**src/rtl/cpu_defs_pkg.sv**
```systemverilog
// Definitions shared by the fetch stage and the instruction decoder:
// opcode type field values, the bubble instruction word and PC defaults.
package cpu_defs_pkg;

  localparam int OPC_W = 6;

  localparam logic [OPC_W-1:0] OPC_RTYPE = 6'b101010;
  localparam logic [OPC_W-1:0] OPC_VLD   = 6'b100011;
  localparam logic [OPC_W-1:0] OPC_VSD   = 6'b101011;
  localparam logic [OPC_W-1:0] OPC_VBEZ  = 6'b000100;
  localparam logic [OPC_W-1:0] OPC_VBNEZ = 6'b000101;
  localparam logic [OPC_W-1:0] OPC_VNOP  = 6'b111100;

  // Bubble: VNOP type field in the top bits, everything else zero.
  localparam logic [31:0] VNOP_INST = {OPC_VNOP, 26'd0};

  localparam int DEF_PC_W    = 32;
  localparam int DEF_PC_STEP = 4;

endpackage

```
**src/rtl/if_id_reg.sv**
```systemverilog
// Pipeline register carrying instruction, PC and valid between two stages.
// Priority: reset, then flush (load a bubble), then stall (hold), then load.
module if_id_reg #(
  parameter int          PC_W      = cpu_defs_pkg::DEF_PC_W,
  parameter logic [31:0] VNOP_INST = cpu_defs_pkg::VNOP_INST
) (
  input  logic            clk,
  input  logic            reset,
  input  logic            flush,
  input  logic            stall,
  input  logic [31:0]     fetch_inst,
  input  logic [PC_W-1:0] fetch_pc,
  output logic [31:0]     inst,
  output logic [PC_W-1:0] pc,
  output logic            valid
);

  logic [31:0]     inst_reg;
  logic [PC_W-1:0] pc_reg;
  logic            valid_reg;

  always_ff @(posedge clk) begin
    if (reset) begin
      inst_reg  <= VNOP_INST;
      pc_reg    <= '0;
      valid_reg <= 1'b0;
    end else if (flush) begin
      // The squashed slot still records the PC it would have carried.
      inst_reg  <= VNOP_INST;
      pc_reg    <= fetch_pc;
      valid_reg <= 1'b0;
    end else if (!stall) begin
      inst_reg  <= fetch_inst;
      pc_reg    <= fetch_pc;
      valid_reg <= 1'b1;
    end
  end

  assign inst  = inst_reg;
  assign pc    = pc_reg;
  assign valid = valid_reg;

endmodule

```
**src/rtl/fetch_stage.sv**
```systemverilog
// Instruction-fetch stage: PC register, BOOT/RUN sequencing, fetch counter,
// and the IF/ID register feeding the decoder.
module fetch_stage
  import cpu_defs_pkg::*;
#(
  parameter int              PC_W      = DEF_PC_W,
  parameter int              PC_STEP   = DEF_PC_STEP,
  parameter logic [PC_W-1:0] RESET_PC  = '0,
  parameter logic [31:0]     VNOP_INST = cpu_defs_pkg::VNOP_INST
) (
  input  logic            clk,
  input  logic            reset,
  output logic [PC_W-1:0] IF_imem_addr,
  input  logic [31:0]     IF_imem_data,
  input  logic            ID_stall,
  input  logic            ID_br_taken,
  input  logic [PC_W-1:0] ID_br_target,
  output logic [31:0]     ID_inst,
  output logic [PC_W-1:0] ID_pc,
  output logic            ID_valid,
  output logic [15:0]     IF_fetch_cnt
);

  localparam logic [0:0] BOOT = 1'b0;
  localparam logic [0:0] RUN  = 1'b1;

  localparam logic [PC_W-1:0] STEP       = PC_W'(PC_STEP);
  localparam logic [PC_W-1:0] ALIGN_MASK = ~(STEP - 1'b1);

  logic [0:0]      state_reg;
  logic [PC_W-1:0] pc_reg;
  logic [15:0]     fetch_cnt_reg;
  logic            in_run;
  logic            redirect;
  logic            advance;

  // Branch and stall requests only take effect once the pipeline is running.
  assign in_run   = (state_reg == RUN);
  assign redirect = in_run && ID_br_taken;
  assign advance  = in_run && !ID_br_taken && !ID_stall;

  always_ff @(posedge clk) begin
    if (reset) begin
      state_reg     <= BOOT;
      pc_reg        <= RESET_PC;
      fetch_cnt_reg <= '0;
    end else begin
      state_reg <= RUN;
      if (redirect) begin
        pc_reg <= ID_br_target & ALIGN_MASK;
      end else if (advance) begin
        pc_reg        <= pc_reg + STEP;
        fetch_cnt_reg <= fetch_cnt_reg + 16'd1;
      end
    end
  end

  if_id_reg #(
    .PC_W      (PC_W),
    .VNOP_INST (VNOP_INST)
  ) u_if_id (
    .clk        (clk),
    .reset      (reset),
    .flush      (redirect),
    .stall      (!advance),
    .fetch_inst (IF_imem_data),
    .fetch_pc   (pc_reg),
    .inst       (ID_inst),
    .pc         (ID_pc),
    .valid      (ID_valid)
  );

  assign IF_imem_addr = pc_reg;
  assign IF_fetch_cnt = fetch_cnt_reg;

endmodule

```
**config.mk**
```make
export PLATFORM = sky130hd
export DESIGN_NAME = fetch_stage
export DESIGN_NICKNAME = d
export VERILOG_FILES = /design/src/rtl/cpu_defs_pkg.sv /design/src/rtl/if_id_reg.sv /design/src/rtl/fetch_stage.sv
export SDC_FILE = /design/constraint.sdc
export NUM_CORES = 1
export LEC_CHECK = 0
export BUFFER_PORTS_ARGS = -buffer_cell sky130_fd_sc_hd__buf_2
export CAP_MARGIN = 20
export CORE_UTILIZATION = 44
export DETAILED_ROUTE_END_ITERATION = 7
export HOLD_SLACK_MARGIN = 0.08
export PLACE_DENSITY = 0.76
export SETUP_SLACK_MARGIN = 0.2
export SLEW_MARGIN = 20
export SYNTH_ARGS = -nofsm -noshare
export SYNTH_HDL_FRONTEND = slang
export SYNTH_SLANG_ARGS = --single-unit
```
**constraint.sdc**
```tcl
create_clock -name clk -period 2.5 [get_ports clk]
set_input_delay 0.75 -clock clk [delete_from_list [all_inputs] [get_ports clk]]
set_output_delay 0.75 -clock clk [all_outputs]
set_load 0.05 [all_outputs]
```
* After elaboration in Yosys (flattened, before gate mapping) *
Cells that the tools add are included.

word-level totals
  register bits after elaboration = 114
  input port bits = 68

cells by class
  reductions and logical operators = 8
  muxes and demuxes = 5
  add/subtract/negate cells = 2
  bitwise logic cells = 1

operators by type and width
  cell                     count
  $mux W32                 4
  $add A32 B3 Y32 const B  1
  $add A16 B1 Y16 const B  1
  $logic_and A1 B1 Y1      3
  $logic_not A1 Y1         2
  $reduce_and A2 Y1        1
  $reduce_bool A2 Y1       1
  $reduce_or A2 Y1         1
  $mux W1                  1
  $not A1 Y1               1

* Depth between registers and ports, before layout *
  word-level depth = 5
  mapped depth = 7
  mapped depth without buffers = 5

* Modules after synthesis *
Synthesis repeated with hierarchy kept, for this count alone.

unflattened totals
  cell total of the unflattened synthesis = 575
  area total of the unflattened synthesis = 5,192.5 µm²

modules (own cells, without submodules)
  module       instances  area an instance (µm²)  seq. area each (µm²)  cells each
  if_id_reg    1          2,637.5                 1,301.2               253
  fetch_stage  1          2,555.0                 940.9                 322

* Worst setup path after synthesis *
No wires, ideal clock.

  path type = input to register
  from = input port ID_stall
  to = register fetch_cnt_reg[15] (netlist: IF_fetch_cnt[15])
  path buffers = 2
  stages = 6
  arrival = 2.293 ns
  required time = 2.430 ns
  setup slack = 0.137 ns
  cell sequence = buf_6 -> or3b_1 -> or3_1 -> buf_2 -> or4_1 -> a21oi_1

between the ends
  longest elaborated chain between the ends = 3

ends and longest elaborated chain
  what                         RTL line           text
  start: declaration           fetch_stage.sv:15  input logic ID_stall,
  $logic_not A1 Y1             fetch_stage.sv:40  assign advance = in_run && !ID_br_taken && !ID_stall;
  $logic_and A1 B1 Y1          fetch_stage.sv:40
  $reduce_and A2 Y1 (no line)  --
  end signal: assignment       fetch_stage.sv:53  fetch_cnt_reg <= fetch_cnt_reg + 16'd1;
  end: declaration             fetch_stage.sv:32  logic [15:0] fetch_cnt_reg;

Every way passes these cells.
A chain may end at the register's enable or synchronous reset.

* Worst setup path in the final report *
  from = register state_reg (netlist: in_run)
  to = register u_if_id.pc_reg[11] (netlist: u_if_id.pc[11])

between the ends
  longest elaborated chain between the ends = 3
  elaborated cells between the ends (all ways) = 5
  classes of those cells = 1 x mux; 4 x reduce/logical

ends and longest elaborated chain
  what                               RTL line           text
  start: declaration                 fetch_stage.sv:30  logic [0:0] state_reg;
  start signal: assignment           fetch_stage.sv:44  state_reg <= BOOT;
  start signal: assignment           fetch_stage.sv:48  state_reg <= RUN;
  $logic_and A1 B1 Y1 (2 in series)  fetch_stage.sv:40
  $reduce_bool A2 Y1 (no line)       --
  end signal: assignment             if_id_reg.sv:30    pc_reg <= fetch_pc;
  end signal: assignment             if_id_reg.sv:34    pc_reg <= fetch_pc;
  end: declaration                   if_id_reg.sv:19    logic [PC_W-1:0] pc_reg;

Several ways; a longest one is shown, not always the timed one.

==> metrics.md <==
| Metric | Value |
|---|---|
| Post-Route WL | 13500 um |
| Sw Ratio | 28.8% |
| Detailed Route Iter0 Violations | around 400 |
| TritonCTS clock tree | done |
| WP data required | 2.81 ns |
| Grt ovf | 0 |
| Fin crit share | just over 80% |
| Synthesis-to-finish area growth | 27.4% |
| Final Instance Area | 0.00609 sq mm |
| Boundary Pins | 181 |
| Vias per cell | ~5.5 |
| Seq/Total Area, Yosys | between 40% and 50% |
| Fmax | ~480 MHz |
| Gate power share | 15.1% |
| Die X-Extent | 106 um |
| Startpoint Class | flop |
| Most used flip-flop cell after synthesis | dfxtp_1 |
| Die height | 106 um |
| Setup violations, final | 0 |
| Tot GR Track Use | approximately a quarter |
| Net Switching | around 1100 uW |
| Port buffer count | 174 |
| FF+latch count, synth | 110 |
| Worst setup EP type | flop |
| Clock-pin slew on the worst setup and hold paths | ~0.10 ns |
| Post-Synthesis Cell Area | ~0.0048 sq mm |
| Number of synthesized flops with an enable pin | 0 |
| Ant. Diodes | 0 |
| Final ANT Viol Nets | 0 |
| Arrival time of the worst setup path | around 2.4 ns |
| Pin count of the biggest net entering global routing | 57 |
| Yosys cell types | between 40 and 50 |
| Initial Util | ~46% |
| Slew margin rel. | between 30 and 40% |
| Worst skew pair latency | 0.38 ns |
| Initial antenna violation count | 0 |
| DIE AREA | 0.0113 sq mm |
| H-tree Lvls | 3 |
| Leak | between 0.002 and 0.003 uW |
| Post-CTS Repair Setup Buffers | 0 |
| Yosys top cell area share | around 46% |
| 1st-pass router iterations | 5 |
| Maxcap violations | 0 |
| Skew final | roughly 0.011 ns |
| PwrDens | around 620 mW/mm^2 |
| Cells after synthesis | 611 |
| HPWL after detailed placement | roughly 10000 um |
| Core area | 0.0104 sq mm |
| Outcome | complete, no violations |
| Fraction of power consumed by the clock network | about a third |
| GPL Wtd Cong | a little under 0.9 |
| Post-CTS Resized | 0 |
| Avg Cell Area, Syn | roughly 8 sq um |
| Worst hold path type | flop to flop |
| Cts-stage hold buffer count | 0 |
| Sequential power share | 49.8% |
| WS Path Type | flop to flop |
| Clk sinks | 110 |
| First-pass GRT wire length | roughly 22000 um |
| IR drop worst, VDD | ~270 uV |
| Critical Path Max Stage Delay | just over 0.8 ns |
| Commonest non-fill, non-tap cell in the layout | buf_2 |
| TNS Setup | 0 ns |
| Cell-internal power | between 2000 and 3000 uW |
| Clock buffer depth | 2 |
| Most frequent cells in the layout | 174 x buf_2, 149 x nand2_1, 110 x dfxtp_1, 69 x a21oi_1, 32 x nor2_1 |
| Fillers | 916 |
| Share of layout cells above drive strength 1 | roughly 28% |
| Post-DP Area | slightly below 0.006 sq mm |
| Final hold vios | 0 |
| Area leader, netlist | dfxtp_1 |
| Critical Path, Cell by Cell | nor2b_1, nor2_2, buf_4, nand2_1, a21oi_1 |
| RSZ-0062 raised after global routing | no |
| Nets | approximately 850 |
| Yosys Warn Count | 0 |
| DR vias | approximately 5100 |
| # rows | 37 |
| Fraction of registers with async set/reset | 0% |
| CTS buffer count | 9 |
| Synth top area cells | dfxtp_1 46%, nand2_1 12%, a21oi_1 7.2% |
| Worst-margin pin slew | around 1.0 ns |
| Total power | 3780 uW |
| Max FFs per register | 32 |
| DRC Markers | 0 |
| Vias in the first global route | around 4600 |
| Crit-path slowest cell | nor2_2 |
| DR WL/cell | approximately 15 um |
| CP Max Fanout | 25 |
| Crit path time final | between 2 and 2.5 ns |
| Final Max Tran Viols | 0 |
| Clock Tree Root | clkbuf_8 |
Yosys cell counts (all sizes together), types with 6 or more instances:
cell type and n:
nor3 6, nand2 149, clkbuf 33, o31ai 10, and2 6, xor2 7, nand3 27, nor2 33
and3 12, dfxtp 110, xnor2 6, a21oi 69, o21ai 27, buf 12, a311oi 7, a31oi 11
or4 17, nand4 12, or3 11
worst max-delay path: cells and delay by family (launching register included):
kind	cells	cell delay, ns
flops	1	0.39
buf+inv	1	0.32
simple gates	3	1.13
compound gates	1	0.15
kinds of logic after synthesis:
| logic type | count (synthesis) | share of synthesized area (%) |
|---|---|---|
| AOI/OAI and AO/OA | 146 | 18.0 |
| adders and majority gates | 2 | 0.523 |
| xor gates and xnor gates | 13 | 2.38 |
| DFF | 110 | 46.0 |
| other | 1 | 0.0784 |
| and+or+nand+nor | 291 | 28.7 |
| buffers and inverters | 48 | 4.26 |
power groups by stage:
| stage | Combinational (uW) | Clock, uW | Sequential (uW) |
|---|---|---|---|
| after floorplan | 195 | 0 | 2110 |
| after global routing | 611 | 1410 | 1890 |
| after detailed placement | 571 | 0 | 1920 |
| after CTS | 572 | 1340 | 1880 |
| after global placement | 563 | 0 | 1920 |
| final | 573 | 1320 | 1880 |
per-stage QoR:
stage          instances  utilization, %  setup WS [ns]  hold slack (ns)
5_1_grt              918            58.5          0.266            0.471
2_1_floorplan        614               -          0.208            0.648
4_1_cts              918            58.5          0.426            0.458
3_3_place_gp         902            56.0          0.126            0.438
3_5_place_dp         902            56.0         0.0602            0.444
6_report             918            58.5          0.430            0.456
per-layer routing:
| layer | GRT usage, % | up-vias | share of wire (%) |
|---|---|---|---|
| li1 | - | 2489 | - |
| met1 | 31.4 | 2320 | 44 |
| met2 | 38.8 | 230 | 46 |
| met3 | 4.78 | 24 | 8.1 |
| met4 | 11.9 | 0 | 2.4 |
| met5 | 0 | - | 0 |
layout make-up:
class / count / area [sq um] / share of cell area, %
clock buffer: 11 / 151 / 2.48
timing repair buffer: 197 / 1060 / 17.3
inverter: 3 / 11.3 / 0.185
tap: 136 / 170 / 2.79
sequential: 110 / 2200 / 36.1
clock inverter: 5 / 105 / 1.72
multi-input combinational: 456 / 2400 / 39.3
path summary, 6_finish.rpt:
check	startpoint	to	slack [ns]	depth (start not counted)
min	u_if_id.pc[24]	u_if_id.pc[24]	0.46	2
min reg2reg	u_if_id.pc[24]	u_if_id.pc[24]	0.46	2
max reg2reg	in_run	u_if_id.pc[11]	0.43	5
max	in_run	u_if_id.pc[11]	0.43	5
Power figures use the tool's default switching activity.
